## src/rtl/alu_ctrl_pipe.sv

```systemverilog
// Registered ALU control decoder with valid/ready output hold and fixed-latency divide sequencing.
// Optional RV32M decode, MDIV state, busy counter and o_busy are enabled by defining ALU_CTRL_M_EXT_EN.
module alu_ctrl_pipe #(
  parameter int unsigned CTRL_W     = 5,
  parameter int unsigned DIV_CYCLES = 32
) (
  input  logic              i_clk,
  input  logic              i_rst_n,
  input  logic              i_valid,
  output logic              o_ready,
  input  logic [1:0]        i_ALUOp,
  input  logic              i_op,
  input  logic [2:0]        i_funct3,
  input  logic [6:0]        i_funct7,
  input  logic              i_flush,
  output logic              o_valid,
  input  logic              i_ready,
  output logic [CTRL_W-1:0] o_ALUControl,
  output logic              o_busy
);

  localparam int unsigned CODE_W = 5;

  localparam logic [CODE_W-1:0] OP_ADD  = 5'd0;
  localparam logic [CODE_W-1:0] OP_SUB  = 5'd1;
  localparam logic [CODE_W-1:0] OP_AND  = 5'd2;
  localparam logic [CODE_W-1:0] OP_OR   = 5'd3;
  localparam logic [CODE_W-1:0] OP_XOR  = 5'd4;
  localparam logic [CODE_W-1:0] OP_SLT  = 5'd5;
  localparam logic [CODE_W-1:0] OP_SLTU = 5'd6;
  localparam logic [CODE_W-1:0] OP_SLL  = 5'd7;
  localparam logic [CODE_W-1:0] OP_SRL  = 5'd8;
  localparam logic [CODE_W-1:0] OP_SRA  = 5'd9;

  typedef enum logic [1:0] {
    S_IDLE = 2'd0,
    S_HOLD = 2'd1,
    S_MDIV = 2'd2
  } state_t;

  // Elaboration-time parameter sanity checks
  if (CTRL_W < CODE_W) begin : g_bad_ctrl_w
    $error("alu_ctrl_pipe: CTRL_W must be >= 5");
  end
  if (DIV_CYCLES < 2) begin : g_bad_div_cycles
    $error("alu_ctrl_pipe: DIV_CYCLES must be >= 2");
  end

  state_t            state;
  state_t            state_nxt;
  logic [CODE_W-1:0] dec_code;
  logic              dec_div;
  logic              accept;

  // Combinational decode of the presented request
  always_comb begin
    dec_code = OP_ADD;
    dec_div  = 1'b0;
    case (i_ALUOp)
      2'b01: dec_code = OP_SUB;
      2'b10: begin
        case (i_funct3)
          3'b000:  dec_code = (i_op && i_funct7[5]) ? OP_SUB : OP_ADD;
          3'b001:  dec_code = OP_SLL;
          3'b010:  dec_code = OP_SLT;
          3'b011:  dec_code = OP_SLTU;
          3'b100:  dec_code = OP_XOR;
          3'b101:  dec_code = i_funct7[5] ? OP_SRA : OP_SRL;
          3'b110:  dec_code = OP_OR;
          default: dec_code = OP_AND;
        endcase
`ifdef ALU_CTRL_M_EXT_EN
        // mul..remu are contiguous codes in funct3 order
        if (i_op && (i_funct7 == 7'b0000001)) begin
          dec_code = 5'd10 + {2'b00, i_funct3};
          dec_div  = i_funct3[2];
        end
`endif
      end
      default: dec_code = OP_ADD;
    endcase
  end

  assign accept = i_valid & o_ready;

  // State register
  always_ff @(posedge i_clk) begin
    if (!i_rst_n) begin
      state <= S_IDLE;
    end else begin
      state <= state_nxt;
    end
  end

`ifdef ALU_CTRL_M_EXT_EN
  localparam int unsigned CNT_W = $clog2(DIV_CYCLES);

  logic [CNT_W-1:0] cnt;

  // Divide latency counter: loads on divide accept, counts down in MDIV
  always_ff @(posedge i_clk) begin
    if (!i_rst_n || i_flush) begin
      cnt <= '0;
    end else if (accept && dec_div) begin
      cnt <= CNT_W'(DIV_CYCLES - 1);
    end else if ((state == S_MDIV) && (cnt != '0)) begin
      cnt <= cnt - CNT_W'(1);
    end
  end
`else
  logic unused_funct7;
  assign unused_funct7 = ^{i_funct7[6], i_funct7[4:0]};
`endif

  // Next-state logic; flush overrides every transition
  always_comb begin
    state_nxt = state;
    if (i_flush) begin
      state_nxt = S_IDLE;
    end else begin
      case (state)
        S_IDLE, S_HOLD: begin
          if (accept) begin
            state_nxt = dec_div ? S_MDIV : S_HOLD;
          end else if ((state == S_HOLD) && i_ready) begin
            state_nxt = S_IDLE;
          end
        end
`ifdef ALU_CTRL_M_EXT_EN
        S_MDIV: begin
          if (cnt == '0) begin
            state_nxt = S_HOLD;
          end
        end
`endif
        default: state_nxt = S_IDLE;
      endcase
    end
  end

  // Outputs decoded from the state register; o_ready is the only combinational path
  always_comb begin
    o_valid = (state == S_HOLD);
`ifdef ALU_CTRL_M_EXT_EN
    o_busy  = (state == S_MDIV);
`else
    o_busy  = 1'b0;
`endif
    o_ready = i_rst_n & ~i_flush & (state != S_MDIV) & ((state != S_HOLD) | i_ready);
  end

  // Control word register, loaded only on accept
  always_ff @(posedge i_clk) begin
    if (!i_rst_n) begin
      o_ALUControl <= '0;
    end else if (accept) begin
      o_ALUControl <= CTRL_W'(dec_code);
    end
  end

endmodule

```

## config.mk

```make
export PLATFORM = sky130hd
export DESIGN_NAME = alu_ctrl_pipe
export DESIGN_NICKNAME = d
export VERILOG_FILES = /design/src/rtl/alu_ctrl_pipe.sv
export SDC_FILE = /design/constraint.sdc
export NUM_CORES = 1
export LEC_CHECK = 0
export ABC_CLOCK_PERIOD_IN_PS = 5000
export CAP_MARGIN = 20
export CORE_AREA = 2 2 39 41
export CTS_CLUSTER_SIZE = 24
export DETAILED_ROUTE_END_ITERATION = 12
export DIE_AREA = 0 0 41 43
export PLACE_DENSITY_LB_ADDON = 0.1
export SLEW_MARGIN = 30
export SYNTH_ARGS = -nofsm -noshare
export SYNTH_HDL_FRONTEND = slang
export SYNTH_SLANG_ARGS = --single-unit
```

## constraint.sdc

```tcl
create_clock -name i_clk -period 5 [get_ports i_clk]
set_clock_uncertainty 0.15 [all_clocks]
set_input_delay 0.5 -clock i_clk [delete_from_list [all_inputs] [get_ports i_clk]]
set_output_delay 0.5 -clock i_clk [all_outputs]
set_load 0.02 [all_outputs]
```

After elaboration in Yosys (flattened, before gate mapping)
Cells that the tools add are included.
{ "classes": {"n_eq_ne": 8, "mux": 6, "n_bitwise": 8, "reduce_logical": 7} }
{ "ops": {"columns": ["cell", "count"], "rows": [
  ["case mux 4 bit (7 select lines)", 1],
  ["== test 3 bit (second input constant)", 3],
  ["case mux 4 bit (2 select lines)", 1],
  ["== test 3 x 2 -> 1 bit (second input constant)", 2],
  ["2-to-1 mux 1 bit", 4],
  ["NOT 1 bit", 4],
  ["bitwise AND 1 bit", 3],
  ["== test 3 x 1 -> 1 bit (second input constant)", 1],
  ["zero test 3 bit", 1],
  ["OR reduction 3 bit", 1],
  ["== test 2 x 1 -> 1 bit (second input constant)", 1],
  ["== test 2 bit (second input constant)", 1],
  ["logical AND 1 bit", 2],
  ["zero test 2 bit", 1],
  ["nonzero test 2 bit", 1],
  ["OR reduction 2 bit", 1],
  ["bitwise OR 1 bit", 1]
]} }
{ "word_totals": {"reg_bits": 6, "inputBits": 18, "output_inout_bits": 8, "wordCells": 31} }

Logic depth before layout (Yosys ltp)
{ "depth": {"ltp_word": 5, "depth_mapped": 6} }

Least setup slack after synthesis
Ideal clock, no wire load.
{ "synth_timing": {"kind": "input to register", "start": "input port i_ALUOp[0]", "end": "register o_ALUControl[3]", "arrival_ns": 1.577, "path_slack_ns": 3.203, "cell_stages": 5, "path_buffers": 0, "path_cell_list": "inv_1 > ha_1 > nand2b_1 > or4_1 > a21boi_1"} }
{ "synth_via": {"elab_chain_cells": 2, "word_cells_on_any_way": 3, "cone_classes": "2 x eq/ne; 1 x mux"} }
{ "synth_lines": {"columns": ["item", "line", "text"], "rows": [
  ["from (decl)", "11", "input logic [1:0] i_ALUOp,"],
  ["== test 2 bit or == test 2 x 1 -> 1 bit (tied branches)", "59", "case (i_ALUOp)"],
  ["case mux 4 bit (2 select lines) *", "59", null],
  ["to (signal assigned)", "157", "o_ALUControl <= CTRL_W'(dec_code);"],
  ["to (decl)", "18", "output logic [CTRL_W-1:0] o_ALUControl,"]
]} }
Mark *: on every way between the ends. The rest lies on a longest branch, timed or not.
A chain may end at the register's enable or synchronous reset.

Worst setup path in the final report
{ "layout_timing": {"start": "input port i_rst_n", "end": "output port o_ready"} }
{ "layout_via": {"elab_chain_cells": 2} }
{ "layout_lines": {"columns": ["item", "line", "text"], "rows": [
  ["from (decl)", "8", "input logic i_rst_n,"],
  ["bitwise AND 1 bit (2 in series)", "149", "o_ready = i_rst_n & ~i_flush & (state != S_MDIV) & ((state != S_HOLD) | i_ready);"],
  ["to (decl)", "10", "output logic o_ready,"]
]} }
Every way passes these cells.

==> flow_summary_export.csv <==
group,metric,value,unit
pwr,p_leak,0.216,nW
detailed_routing,vias_per_cell,4.34,
die,fp.dieW,41,um
sta,fin_crit_sh,51.5,%
cells_and_area,syn_to_final_growth,61.9,%
cells_and_area,layout-drive-gt1-share,10.0,%
detailed_routing,dr.pass1.iters,2,
setup_path,endpoint_kind,"output pin",
cts,root_buffer,"clkbuf_4",
global_routing,first_global_vias,261,
setup_path,path_common_cell,"clkdlybuf4s50_1",
flow_run,maxCapViolCount,0,
cts,post_cts_buffers,0,
worst_hold_path,hp-class,"flop to flop",
setup_path,arrival,1.93,ns
cts,post_cts_resized,0,
pwr,combPwrFrac,22.9,%
yosys,yosysWarnings,0,
detailed_routing,drt-initial-drc-count,5,
place,dpl.hpwl,548,um
die,die_area,1760,um^2
cts,clk_pin_slew_worst_paths,0.04,ns
place,io_buffers,17,
setup_path,setup.worst_path.class,"input pin to output pin",
global_routing,overflow,0,
pwr,p_per_area,217,nW/um^2
global_routing,antenna_found_initial,0,
yosys,synth_edf_count,0,
cts,cts_tree,"done",
setup_path,critPathBufInv,2,
detailed_routing,wire_per_inst,8.64,um
cells_and_area,n_antenna_cell,0,
cts,hold_buffers,0,
die,core_area,1380,um^2
yosys,syn_inst,40,
place,placed_area,510,um^2
setup_path,required,4.35,ns
sta,final-max-slew-violation-count,0,
pwr,switching_power,0.0298,mW
yosys,yosys.area_share.simple,29.1,%
run_status,status,"complete, no violations",
pwr,power_frac_clock,41.5,%
yosys,synth_fa_ha_area_share,7.55,%
die,pin_count,26,
detailed_routing,antenna_left,0,
sta,fin_crit,2.58,ns
place,dp.cells,72,
setup_path,cp_num_cells,4,
cells_and_area,post-route-util,38.8,%
yosys,postSynthAreaPerCell,8.29,um^2
yosys,synth.area.mux_share,3.02,%
yosys,syn_area,332,um^2
worst_hold_path,hold_path_depth,2,
cts,clock-sinks,5,
place,place.gp.congestion,0.673,
setup_path,max_stage_delay,0.62,ns
yosys,ys_types,23,
cells_and_area,finalNetCount,81,
global_routing,grt_start_max_net_pins,7,
pwr,ir_drop,0.0771,mV
yosys,synth_async_sr_flop_share,0,%
sta,hold_viol,0,
cts,insertion_delay,0.24,ns
sta,rsz0062_at_grt,"no",
sta,finalSetupViolations,0,
yosys,synth-compound-area-share,19.6,%
sta,timing.fmax,0.388,GHz
die,die_h,43,um
yosys,synth_xor_area_share,2.64,%
cts,cts-buffers-inserted,3,
yosys,synth_top_family_by_area,"simple AND/OR/NAND/NOR gates",
cts,cts_max_level,1,
yosys,synth.yosys.seq_area_share,30.2,%
cells_and_area,design_area,537,um^2
die,rows,14,
yosys,synth_seq_cells,5,
detailed_routing,drcViolationCount,0,
yosys,synth_ff_type,"dfxtp_1",
cells_and_area,final_cells,76,
pwr,switching_share,25.5,%
setup_path,worst_setup_path_start_kind,"input pin",
die,start_util,24.0,%
detailed_routing,vias,330,
detailed_routing,wl,657,um
pwr,seqPwrFrac,35.6,%
global_routing,track_usage,10.1,%
pwr,power.internal,0.0868,mW
sta,fin_tns_setup,0,ns
setup_path,path_cells,"clkdlybuf4s50_1, nand2b_1, nor2_1, clkdlybuf4s50_1",
setup_path,crit_family,"buffers and inverters",
cts,clockBufferDepth,2,
setup_path,crit_fanout,5,
global_routing,grt_pass1_wl,1110,um
setup_path,cp_slowest_cell,"clkdlybuf4s50_1",
setup_path,r2r_cells,4,
## power by group through the flow
stage / clock network, mW / registers (mW) / logic, mW
floorplan: 0 / 0.0437 / 0.0118
detailed placement: 0 / 0.0423 / 0.0269
finish: 0.0484 / 0.0415 / 0.0267
global placement: 0 / 0.0422 / 0.0271
CTS: 0.0513 / 0.0415 / 0.0270
global route: 0.0565 / 0.0415 / 0.0296
## final timing paths
kind	slack [ns]	from	to
max	2.42	i_rst_n	o_ready
min	0.30	o_ALUControl[3]	o_ALUControl[3]
max reg2reg	3.34	state[0]	o_ALUControl[3]
min reg2reg	0.30	o_ALUControl[3]	o_ALUControl[3]
## cell families after synthesis
logic type               Yosys count
AND/OR/NAND/NOR                   18
buffers and inverters              4
other                              1
flip-flops                         5
XOR/XNOR                           1
adder cells (fa/ha/maj)            2
multiplexers                       1
AO/OA/AOI/OAI                      8
## area by class of cell
| type | instances | area, um^2 |
|---|---|---|
| sequential | 5 | 100 |
| inverter | 2 | 7.51 |
| multi-input combinational | 32 | 213 |
| tap | 16 | 20.0 |
| clock buffer | 4 | 26.3 |
| timing repair buffer | 17 | 170 |
| fill | 163 | 847 |
## metrics by stage
stage               worst slack [ns]  hold WS [ns]  total power [mW]
floorplan                       3.20         0.379            0.0555
CTS                             2.40         0.301             0.120
detailed placement              2.41         0.297            0.0692
finish                          2.42         0.298             0.117
global placement                2.41         0.290            0.0694
global route                    2.36         0.328             0.128
## cell usage after synthesis, types with 2 or more instances
cell type / number / area share (%)
dfxtp_1: 5 / 30
buf_4: 2 / 4.5
ha_1: 2 / 7.5
nand2b_1: 3 / 5.7
nand2_1: 5 / 5.7
nor2b_1: 2 / 3.8
nor2_1: 4 / 4.5
inv_1: 2 / 2.3
## worst register-to-register path, stage by stage, from the launching register on
cell	delay, ns
dfxtp_1	0.30
nor2b_1	0.16
or3b_4	0.44
or4_1	0.41
a21boi_1	0.14
## placed cells by master, fill, tap and decap left out, drive strengths merged
master         netlist  routed
dfxtp                5       5
or3                  1       1
a21boi               3       3
clkdlybuf4s50        0      17
or4                  1       1
ha                   2       2
conb                 1       2
nor2b                2       2
o211a                1       1
clkbuf               0       4
xnor2                1       1
a21oi                1       1
nand2b               3       3
inv                  2       2
nand4                1       1
o21ai                1       1
o311a                1       1
nand2                5       5
mux2i                1       1
or3b                 1       1
nor2                 4       4
o21bai               1       1
## per-layer routing
layer	global-route usage, %	wire [um]
met3	4.71	46
met5	0	0
met4	10.0	8
met2	12.5	309
met1	11.9	293
## state kept, by name, indices dropped and copies added, names as in the netlist
name	flops
o_ALUControl	4
state	1
No activity file was read; power rests on OpenSTA's default activity.
